**config.mk**
```make
export PLATFORM = sky130hd
export DESIGN_NAME = jtdd_adpcm_channel
export DESIGN_NICKNAME = d
export VERILOG_FILES = /design/src/rtl/jtdd_adpcm_channel.sv
export SDC_FILE = /design/constraint.sdc
export NUM_CORES = 1
export LEC_CHECK = 0
export ABC_AREA = 1
export CAP_MARGIN = 20
export CELL_PAD_IN_SITES_DETAIL_PLACEMENT = 1
export CELL_PAD_IN_SITES_GLOBAL_PLACEMENT = 1
export CORE_MARGIN = 10
export CORE_UTILIZATION = 43
export CTS_CLUSTER_DIAMETER = 100
export CTS_CLUSTER_SIZE = 40
export DETAILED_ROUTE_END_ITERATION = 16
export PLACE_DENSITY = 0.84
export SYNTH_ARGS = -nofsm -noshare
export SYNTH_HDL_FRONTEND = slang
export SYNTH_SLANG_ARGS = --single-unit
```
**constraint.sdc**
```tcl
create_clock -name clk -period 8.35 [get_ports clk]
set_clock_uncertainty 0.1 [all_clocks]
set_input_delay 1.67 -clock clk [delete_from_list [all_inputs] [get_ports clk]]
set_output_delay 1.67 -clock clk [all_outputs]
set_load 0.1 [all_outputs]
```
**src/rtl/jtdd_adpcm_channel.sv**
```systemverilog
// ---------------------------------------------------------------------------
// jtdd_adpcm_channel
//
// One MSM5205-style ADPCM voice for the Double Dragon sound board. The sound
// CPU programs a start page and an end page, then issues START/STOP. While
// playing, the channel reads bytes from its own sample ROM, decodes the high
// nibble then the low nibble of each byte, and produces a 12-bit signed sample
// once every 48 pulses of the 375 kHz ADPCM enable (7.8125 kHz).
//
// Ports
//   clk       in   24 MHz system clock
//   rst       in   asynchronous, active-high reset
//   cpu_cen   in   sound-CPU clock enable, qualifies register writes
//   cen_oki   in   375 kHz single-cycle enable feeding the sample prescaler
//   cpu_dout  in   [7:0] CPU write data
//   cpu_AB    in   [1:0] register select: 0 START, 1 END, 2 STARTADDR, 3 STOP
//   cs        in   write strobe for this channel
//   rom_addr  out  [15:0] sample ROM byte address
//   rom_cs    out  high while playing; also the busy flag on the CPU status port
//   rom_data  in   [7:0] ROM byte for rom_addr
//   rom_ok    in   rom_data is valid for the current rom_addr
//   snd       out  [11:0] signed decoded sample
//
// Optional build macro
//   JTDD_ADPCM_DUMP_EN  when defined, a simulation-only trace prints every
//                       register write and every end-of-sample event. When
//                       undefined, no trace code is compiled at all.
// ---------------------------------------------------------------------------
module jtdd_adpcm_channel (
    input  logic               clk,
    input  logic               rst,
    input  logic               cpu_cen,
    input  logic               cen_oki,
    input  logic [7:0]         cpu_dout,
    input  logic [1:0]         cpu_AB,
    input  logic               cs,
    output logic [15:0]        rom_addr,
    output logic               rom_cs,
    input  logic [7:0]         rom_data,
    input  logic               rom_ok,
    output logic signed [11:0] snd
);

    // Register-select codes for cpu_AB
    localparam logic [1:0] REG_START     = 2'd0;
    localparam logic [1:0] REG_END       = 2'd1;
    localparam logic [1:0] REG_STARTADDR = 2'd2;

    // Channel state
    logic [15:0]        pos;
    logic [6:0]         start_pg;
    logic [6:0]         end_pg;
    logic               hi_sel;
    logic [5:0]         idx;
    logic signed [11:0] signal;
    logic               playing;
    logic [5:0]         div_cnt;

    // Combinational decode results
    logic               wr;
    logic               tick;
    logic [3:0]         nibble;
    logic [10:0]        step;
    logic [11:0]        diff;
    logic signed [13:0] sig_wide;
    logic signed [13:0] sum;
    logic signed [11:0] signal_next;
    logic signed [7:0]  adj;
    logic signed [7:0]  idx_sum;
    logic [5:0]         idx_next;
    logic [15:0]        pos_inc;
    logic               end_hit;

    // Bit 7 of the page registers does not exist; the page is 7 bits wide.
    logic               unused_dout_msb;
    assign unused_dout_msb = cpu_dout[7];

    // MSM5205 step-size table, indexed by the adaptive step index (0..48).
    function automatic logic [10:0] step_lut(input logic [5:0] i);
        case (i)
            6'd0:  step_lut = 11'd16;
            6'd1:  step_lut = 11'd17;
            6'd2:  step_lut = 11'd19;
            6'd3:  step_lut = 11'd21;
            6'd4:  step_lut = 11'd23;
            6'd5:  step_lut = 11'd25;
            6'd6:  step_lut = 11'd28;
            6'd7:  step_lut = 11'd31;
            6'd8:  step_lut = 11'd34;
            6'd9:  step_lut = 11'd37;
            6'd10: step_lut = 11'd41;
            6'd11: step_lut = 11'd45;
            6'd12: step_lut = 11'd50;
            6'd13: step_lut = 11'd55;
            6'd14: step_lut = 11'd60;
            6'd15: step_lut = 11'd66;
            6'd16: step_lut = 11'd73;
            6'd17: step_lut = 11'd80;
            6'd18: step_lut = 11'd88;
            6'd19: step_lut = 11'd97;
            6'd20: step_lut = 11'd107;
            6'd21: step_lut = 11'd118;
            6'd22: step_lut = 11'd130;
            6'd23: step_lut = 11'd143;
            6'd24: step_lut = 11'd157;
            6'd25: step_lut = 11'd173;
            6'd26: step_lut = 11'd190;
            6'd27: step_lut = 11'd209;
            6'd28: step_lut = 11'd230;
            6'd29: step_lut = 11'd253;
            6'd30: step_lut = 11'd279;
            6'd31: step_lut = 11'd307;
            6'd32: step_lut = 11'd337;
            6'd33: step_lut = 11'd371;
            6'd34: step_lut = 11'd408;
            6'd35: step_lut = 11'd449;
            6'd36: step_lut = 11'd494;
            6'd37: step_lut = 11'd544;
            6'd38: step_lut = 11'd598;
            6'd39: step_lut = 11'd658;
            6'd40: step_lut = 11'd724;
            6'd41: step_lut = 11'd796;
            6'd42: step_lut = 11'd876;
            6'd43: step_lut = 11'd963;
            6'd44: step_lut = 11'd1060;
            6'd45: step_lut = 11'd1166;
            6'd46: step_lut = 11'd1282;
            6'd47: step_lut = 11'd1411;
            default: step_lut = 11'd1552;
        endcase
    endfunction

    assign wr       = cs & cpu_cen;
    assign tick     = cen_oki && (div_cnt == 6'd47);

    assign rom_addr = pos;
    assign rom_cs   = playing;
    assign snd      = signal;

    // Byte address after consuming the low nibble. Playback ends when this
    // lands exactly on the first byte of the end page, so a sample whose
    // start and end pages are equal runs the full 64 KB before it stops.
    assign pos_inc  = pos + 16'd1;
    assign end_hit  = (pos_inc[8:0] == 9'd0) && (pos_inc[15:9] == end_pg);

    // ADPCM decode of the current nibble. The sum is carried two bits wider
    // than the sample so the largest step added to a full-scale signal can
    // never wrap before it reaches the clamp.
    always_comb begin
        nibble = hi_sel ? rom_data[7:4] : rom_data[3:0];
        step   = step_lut(idx);

        diff = {4'd0, step[10:3]};
        if (nibble[2]) diff = diff + {1'b0, step};
        if (nibble[1]) diff = diff + {2'd0, step[10:1]};
        if (nibble[0]) diff = diff + {3'd0, step[10:2]};

        sig_wide = {{2{signal[11]}}, signal};
        sum      = nibble[3] ? (sig_wide - $signed({2'b00, diff}))
                             : (sig_wide + $signed({2'b00, diff}));

        if (sum > 14'sd2047)
            signal_next = 12'sd2047;
        else if (sum < -14'sd2048)
            signal_next = -12'sd2048;
        else
            signal_next = sum[11:0];

        case (nibble[2:0])
            3'd4:    adj = 8'sd2;
            3'd5:    adj = 8'sd4;
            3'd6:    adj = 8'sd6;
            3'd7:    adj = 8'sd8;
            default: adj = -8'sd1;
        endcase

        idx_sum = $signed({2'b00, idx}) + adj;
        if (idx_sum < 8'sd0)
            idx_next = 6'd0;
        else if (idx_sum > 8'sd48)
            idx_next = 6'd48;
        else
            idx_next = idx_sum[5:0];
    end

    // Sample prescaler: free-running count of cen_oki pulses, 0..47. It is
    // never touched by START so channel timing stays locked to the ADPCM clock.
    always_ff @(posedge clk or posedge rst) begin
        if (rst)
            div_cnt <= 6'd0;
        else if (cen_oki)
            div_cnt <= (div_cnt == 6'd47) ? 6'd0 : div_cnt + 6'd1;
    end

    // Register writes and sample ticks. A write always takes priority, and a
    // tick landing on the same edge is simply dropped. A tick with rom_ok low
    // is also dropped so the same nibble is decoded once the ROM catches up.
    always_ff @(posedge clk or posedge rst) begin
        if (rst) begin
            pos      <= 16'd0;
            start_pg <= 7'd0;
            end_pg   <= 7'd0;
            hi_sel   <= 1'b1;
            idx      <= 6'd0;
            signal   <= 12'sd0;
            playing  <= 1'b0;
        end else if (wr) begin
            case (cpu_AB)
                REG_START: begin
                    pos     <= {start_pg, 9'd0};
                    hi_sel  <= 1'b1;
                    idx     <= 6'd0;
                    signal  <= 12'sd0;
                    playing <= 1'b1;
                end
                REG_END:       end_pg   <= cpu_dout[6:0];
                REG_STARTADDR: start_pg <= cpu_dout[6:0];
                default: begin
                    playing <= 1'b0;
                    idx     <= 6'd0;
                    signal  <= 12'sd0;
                end
            endcase
        end else if (tick && playing && rom_ok) begin
            signal <= signal_next;
            idx    <= idx_next;
            if (hi_sel) begin
                hi_sel <= 1'b0;
            end else begin
                hi_sel <= 1'b1;
                pos    <= pos_inc;
                if (end_hit)
                    playing <= 1'b0;
            end
        end
    end

`ifdef JTDD_ADPCM_DUMP_EN
    // Simulation trace of CPU writes and of each sample reaching its end page.
    always @(posedge clk) begin
        if (!rst) begin
            if (wr)
                $display("jtdd_adpcm_channel: write reg %0d data %02x", cpu_AB, cpu_dout);
            else if (tick && playing && rom_ok && !hi_sel && end_hit)
                $display("jtdd_adpcm_channel: end of sample, pos %04x", pos_inc);
        end
    end
`else
    // Trace disabled: nothing extra is compiled.
`endif

endmodule

```
### Word-level counts from Yosys, hierarchy flattened

Memories as Yosys holds them, arrays and structs flattened.
Index checks and enable logic that the tools add are counted.

| cells by class | value |
|---|---|
| add/subtract/negate cells | 8 |
| order comparisons | 4 |
| equal/unequal tests | 11 |
| multiplexer cells | 30 |
| bitwise logic cells | 1 |
| reduce and logical (&&, ||, !) cells | 15 |

Operators by type and width:

| cell | count |
|---|---|
| $mux W12 | 8 |
| $mux W16 | 4 |
| $mux W6 | 6 |
| $pmux W8 S4 | 1 |
| $add A16 B1 Y16 const B | 1 |
| $add A12 B13 Y14 | 1 |
| $gt A14 B12 Y1 const B | 1 |
| $lt A14 B12 Y1 const B | 1 |
| $mux W14 | 1 |
| $sub A12 B13 Y14 | 1 |
| $add A12 B10 Y12 | 1 |
| $add A12 B9 Y12 | 1 |
| $add A8 B11 Y12 | 1 |
| $eq A3 B3 Y1 const B | 4 |
| $logic_not A9 Y1 | 1 |
| $add A7 B8 Y8 | 1 |
| $gt A8 B7 Y1 const B | 1 |
| $lt A8 B1 Y1 const B | 1 |
| $mux W1 | 8 |
| $reduce_and A2 Y1 | 4 |
| $eq A7 B7 Y1 | 1 |
| $add A6 B1 Y6 const B | 1 |
| $eq A6 B6 Y1 const B | 1 |
| $logic_and A1 B1 Y1 | 4 |
| 12 further kinds | 14 |

| word-level totals | value |
|---|---|
| bits in registers | 56 |
| ROM bits | 704 |
| input bits | 24 |
| output and inout bits | 29 |
| logic and storage cells | 78 |
| memories kept | 1 |

Memory list:

| name | depth | width | rd ports | clocked after Yosys merged registers in | wr ports | RTL line | text |
|---|---|---|---|---|---|---|---|
| (name not given) | 64 | 11 | 1 | 0 | 0 | 80 | `case (i)` |

### Longest topological paths before layout

An unclocked memory read counts as a cell.

| depth | value |
|---|---|
| word-level depth | 14 |
| depth in mapped cells | 57 |
| mapped depth without buffers | 56 |

### Worst setup path after synthesis

OpenSTA, ideal clock, no wires.

| timing | value |
|---|---|
| path type | register to register |
| start | reg idx[1] |
| end | reg signal[2] (netlist: snd[2]) |
| setup time | 0.068 ns |
| arrival | 6.916 ns |
| required time | 8.182 ns |
| path slack | 1.266 ns |
| cell stages (with the launch flop) | 48 |
| buffers on the path | 1 |
| period minus slack after synthesis | 7.084 ns |
| path through | dfrtp_1 > inv_1 > ha_1 > nand2_1 > a21oi_1 > nand2_1 > nand2_1 > a21boi_0 > ha_1 > fa_1 > nand3_1 > nand3_1 > or2_2 > nand3_1 > nand2_1 > ha_1 > nand2_1 > nor3_1 > [... 12 more ...] > nand2_1 > nand2_1 > xor2_1 > ha_1 > inv_1 > nor3_1 > nand3_1 > nand3_1 > a21oi_1 > o21ai_0 > xor2_1 > nand2_1 > nand3_2 > buf_4 > nand2_1 > nand2_1 > nand2_1 > nand2_1 |

| between the ends | value |
|---|---|
| word-level cells in the longest chain between the ends | 14 |
| elaborated cells on any way between the ends | 16 |
| classes of those cells | 5 x add/sub; 2 x order compare; 8 x mux; 1 x memory |

Ends and longest elaborated chain:

| element | RTL line | text |
|---|---|---|
| start: declaration | 54 | `logic [5:0] idx;` |
| start signal: assignment | 226 | `idx <= idx_next;` |
| $mem_v2 Z64 W11 * | - |  |
| $add A8 B11 Y12 | 154 | `if (nibble[2]) diff = diff + {1'b0, step};` |
| $mux W12 | 154 |  |
| $add A12 B10 Y12 | 155 | `if (nibble[1]) diff = diff + {2'd0, step[10:1]};` |
| $mux W12 | 155 |  |
| $add A12 B9 Y12 | 156 | `if (nibble[0]) diff = diff + {3'd0, step[10:2]};` |
| $mux W12 * | 156 |  |
| $add A12 B13 Y14 / $sub A12 B13 Y14 (equally long branches) | 160, 159 |  |
| $mux W14 * | 159 | `sum = nibble[3] ? (sig_wide - $signed({2'b00, diff}))` |
| $lt A14 B12 Y1 | 164 | `else if (sum < -14'sd2048)` |
| $mux W12 | 164 |  |
| $mux W12 * | 162 | `if (sum > 14'sd2047)` |
| $mux W12 * | 224 | `end else if (tick && playing && rom_ok) begin` |
| $mux W12 * | 207 | `end else if (wr) begin` |
| end signal: assignment | 225 | `signal <= signal_next;` |
| end: declaration | 55 | `logic signed [11:0] signal;` |

Mark *: on every way between the ends. The rest lies on a longest branch, timed or not. The select of a mux whose other input is x is not followed.
A chain may end at the register's enable or synchronous reset.

### Worst setup path after layout

| timing | value |
|---|---|
| start | in rom_data[6] |
| end | reg signal[3] (netlist: snd[3]) |

| between the ends | value |
|---|---|
| word-level cells in the longest chain between the ends | 13 |
| elaborated cells on any way between the ends | 15 |
| classes of those cells | 4 x add/sub; 2 x order compare; 9 x mux |

Ends and longest elaborated chain:

| element | RTL line | text |
|---|---|---|
| start: declaration | 39 | `input logic [7:0] rom_data,` |
| $mux W4 * | 150 | `nibble = hi_sel ? rom_data[7:4] : rom_data[3:0];` |
| $mux W12 * | 154 |  |
| $add A12 B10 Y12 | 155 |  |
| $mux W12 * | 155 |  |
| $add A12 B9 Y12 | 156 |  |
| $mux W12 * | 156 |  |
| $add A12 B13 Y14 / $sub A12 B13 Y14 (equally long branches) | 160, 159 |  |
| $mux W14 * | 159 |  |
| $lt A14 B12 Y1 | 164 |  |
| $mux W12 | 164 |  |
| $mux W12 * | 162 |  |
| $mux W12 * | 224 |  |
| $mux W12 * | 207 |  |

Marked as above.

==> impl_metrics.toml <==
[job]
drv_cap = 0

[floorplanning]
die_area_mm2 = 0.0208
io_pins = 53
core_area_mm2 = 0.0151
start_util_pct = 43.7
die_w_um = 144
die_h_um = 144
rows = 45

[critical_path]
crit_path_top_delay_cell = "clkdlybuf4s50_1"
path_class = "input port to flop"
timing.rr.start = "idx[0]"
start_kind = "input port"
crit_top_cell = "nand2_1"
reg2reg_slack_ns = 0.71
crit_required_ns = 8.50
critPathMaxFanout = 14
critPathCaptureType = "flop"
slowest_delay_ns = 0.42
r2r_end = "snd[3]"
worst-endpoint-arrival_ns = 7.84
rr_worst_depth = 47

[logic_synthesis]
synth.largest_area_cell = "dfrtp_1"
synth_edf_count = 0
synth_top_area_share_pct = 20.8
ys.warnings.count = 0
ys.flop_type = "dfrtp_1"
syn_area_mm2 = 0.00662
syn_avg_cell_area_um2 = 6.45
syn-instance-count = 1027
synth_seq_cells = 56
yosysSeqAreaShare_pct = 21.2
synthArstFlopShare_pct = 100
synthTopCellsByArea = "dfrtp_1 21%, nand2_1 19%, ha_1 12%, inv_1 8.3%, nand3_1 6.1%"
syn-num-nets = 1118
ys_types = 45

[min_path]
holdPathStages = 1
min_to = "div_cnt[4]"
hp-class = "flop to flop"
holdCritStartpoint = "div_cnt[5]"

[pwr]
power_mw = 1.47
p_sw_share_pct = 50.3
internal_power_mw = 0.730
ir_drop_mv = 0.127
combPwrFrac_pct = 60.0
power_frac_seq_pct = 24.6
p_switching_mw = 0.740
p_per_area_mw_per_mm2 = 193
pwr-share-clk_pct = 15.4
p_leak_nw = 4.23

[global_routing]
top_usage_layer = "met2"
grt_first_pass_wirelength_mm = 32.8
grt.overflow.total = 0
grt_pass1_vias = 6825
use_met1_pct = 23.9
grt_use_total_pct = 18.9
antenna_found_initial = 1
met3_usage_pct = 2.59
met2_usage_pct = 34.0
grt_max_degree = 57

[timing]
period_share_pct = 92.1
hold_violations = 0
fmax_mhz = 130
slew_violations = 0
finalSetupViolCount = 0
min_period_ns = 7.69
slew_headroom_pct = 33.0
worstMarginPinSlew_ns = 1.00
rsz0062_at_grt = "true"

[placement]
hpwl_mm = 15.5
dpl_cell_area_mm2 = 0.00741
gp_congestion = 0.893
dpl.cell_count = 1266
io_buffers = 51

[cells_and_area]
final_cells = 1274
fin_area_mm2 = 0.00760
antenna_cells = 0
nFillCells = 2048
mostFrequentLayoutCell = "nand2_1"
layout_common_cells = "331 x nand2_1, 145 x inv_1, 81 x nand3_1, 62 x ha_1, 57 x o21ai_0"
multi_input_area_mm2 = 0.00454
area_growth_pct = 14.7
drive_gt1_share_pct = 7.46
nNetsFinal = 1176
regArea_mm2 = 0.00140

[clocking]
cts.sinks = 56
cts_made_buffers = 5
tritoncts = "built"
clock_path_buffers = 2
postCtsHoldBufs = 0
htreeDepth = 2
clk_pin_slew_worst_paths_ns = 0.08
insertion_delay_ns = 0.31
root_buffer = "clkbuf_16"

[route]
firstDrtPassIters = 5
drc_errors = 0
routed_wl_mm = 19.3
vias = 6739
drtIter0Drc = 360
ant_nets = 0
routed_via_density = 5.29
wl_per_cell_um = 15.1

[status]
status = "completed"
## what timing repair did
item / CTS / global route
resized for setup: 0 / 9
endpoints found under the setup margin: 0 / 11
setup buffers: 0 / 0
## per-layer routing
layer / up-vias / share of wire [%]
li1: 3432 / -
met1: 3226 / 47
met2: 59 / 50
met3: 20 / 2.3
met4: 2 / 0.78
met5: - / 0.067
## worst max-delay path: cells and delay by family
family / cells / cell delay, ns
simple gates: 17 / 1.95
fa+ha+maj: 4 / 1.25
xor+xnor: 4 / 0.78
compound gates: 8 / 1.27
buf+inv: 5 / 0.91
## per-stage QoR
stage                     hold WS, ns  TNS [ns]  utilization, %  setup slack, ns
final                           0.374         0            50.2            0.663
after global routing            0.409   -0.0729            50.2          -0.0368
after CTS                       0.380         0            49.9            0.432
after detailed placement        0.376         0            48.9            0.342
after global placement          0.360         0            48.9            0.531
after floorplan                 0.331         0               -             1.27
## how the worst max path moves through the flow
stage                startpoint     end  depth (start not counted)  slack, ns
floorplan                idx[1]  snd[2]                         47       1.27
global placement    rom_data[2]  snd[3]                         37       0.53
detailed placement  rom_data[6]  snd[3]                         40       0.34
CTS                      idx[0]  snd[3]                         47       0.43
global route             idx[1]  snd[3]                         50      -0.04
finish              rom_data[6]  snd[3]                         38       0.66
## area by class of cell
cell class | count | area share, %
Clock inverter | 3 | 0.329
Tap cell | 188 | 3.10
Clock buffer | 5 | 1.65
Sequential cell | 56 | 18.5
Multi-Input combinational cell | 793 | 59.7
Inverter | 157 | 7.76
Timing Repair Buffer | 72 | 8.96
## synth_stat cells, types with 3 or more instances
cell type and count:
a21oi_1 46, inv_2 10, clkbuf_1 7, nand2_2 8, a21o_1 3, fa_1 5
o31ai_1 3, o22ai_1 7, inv_1 147, nand4_1 13, nand3_1 81, nand3b_1 4
a31oi_1 5, o21ai_0 58, or2_2 9, o211ai_1 10, xnor2_1 15, xor2_1 39
ha_1 62, nor3_1 10, o21ai_1 4, o21ai_2 4, nand3_2 9, or2_1 5
buf_2 6, dfrtp_1 55, buf_6 3, nor2_1 38, o32ai_1 3, nand2_1 331
buf_4 5
## power by group through the flow
stage	clock network, mW	logic (mW)	registers, mW
after floorplan	0	0.555	0.478
after global placement	0	0.846	0.364
after detailed placement	0	0.871	0.367
after CTS	0.231	0.882	0.361
after global routing	0.240	0.986	0.368
final	0.226	0.882	0.361
## flip-flops by register name, summed over array words and instances, names as in the netlist
register  flops
div_cnt       6
end_pg        7
hi_sel        1
idx           6
rom_addr     16
rom_cs        1
snd          12
start_pg      7
## cells by family after synthesis
kind of cell | Yosys count | share of synthesized area, %
simple gates | 517 | 33.9
buf+inv | 178 | 10.8
fa+ha+maj | 67 | 13.2
xor+xnor | 54 | 7.14
compound gates | 155 | 13.7
flops | 56 | 21.2
(Power assumes the default switching activity.)
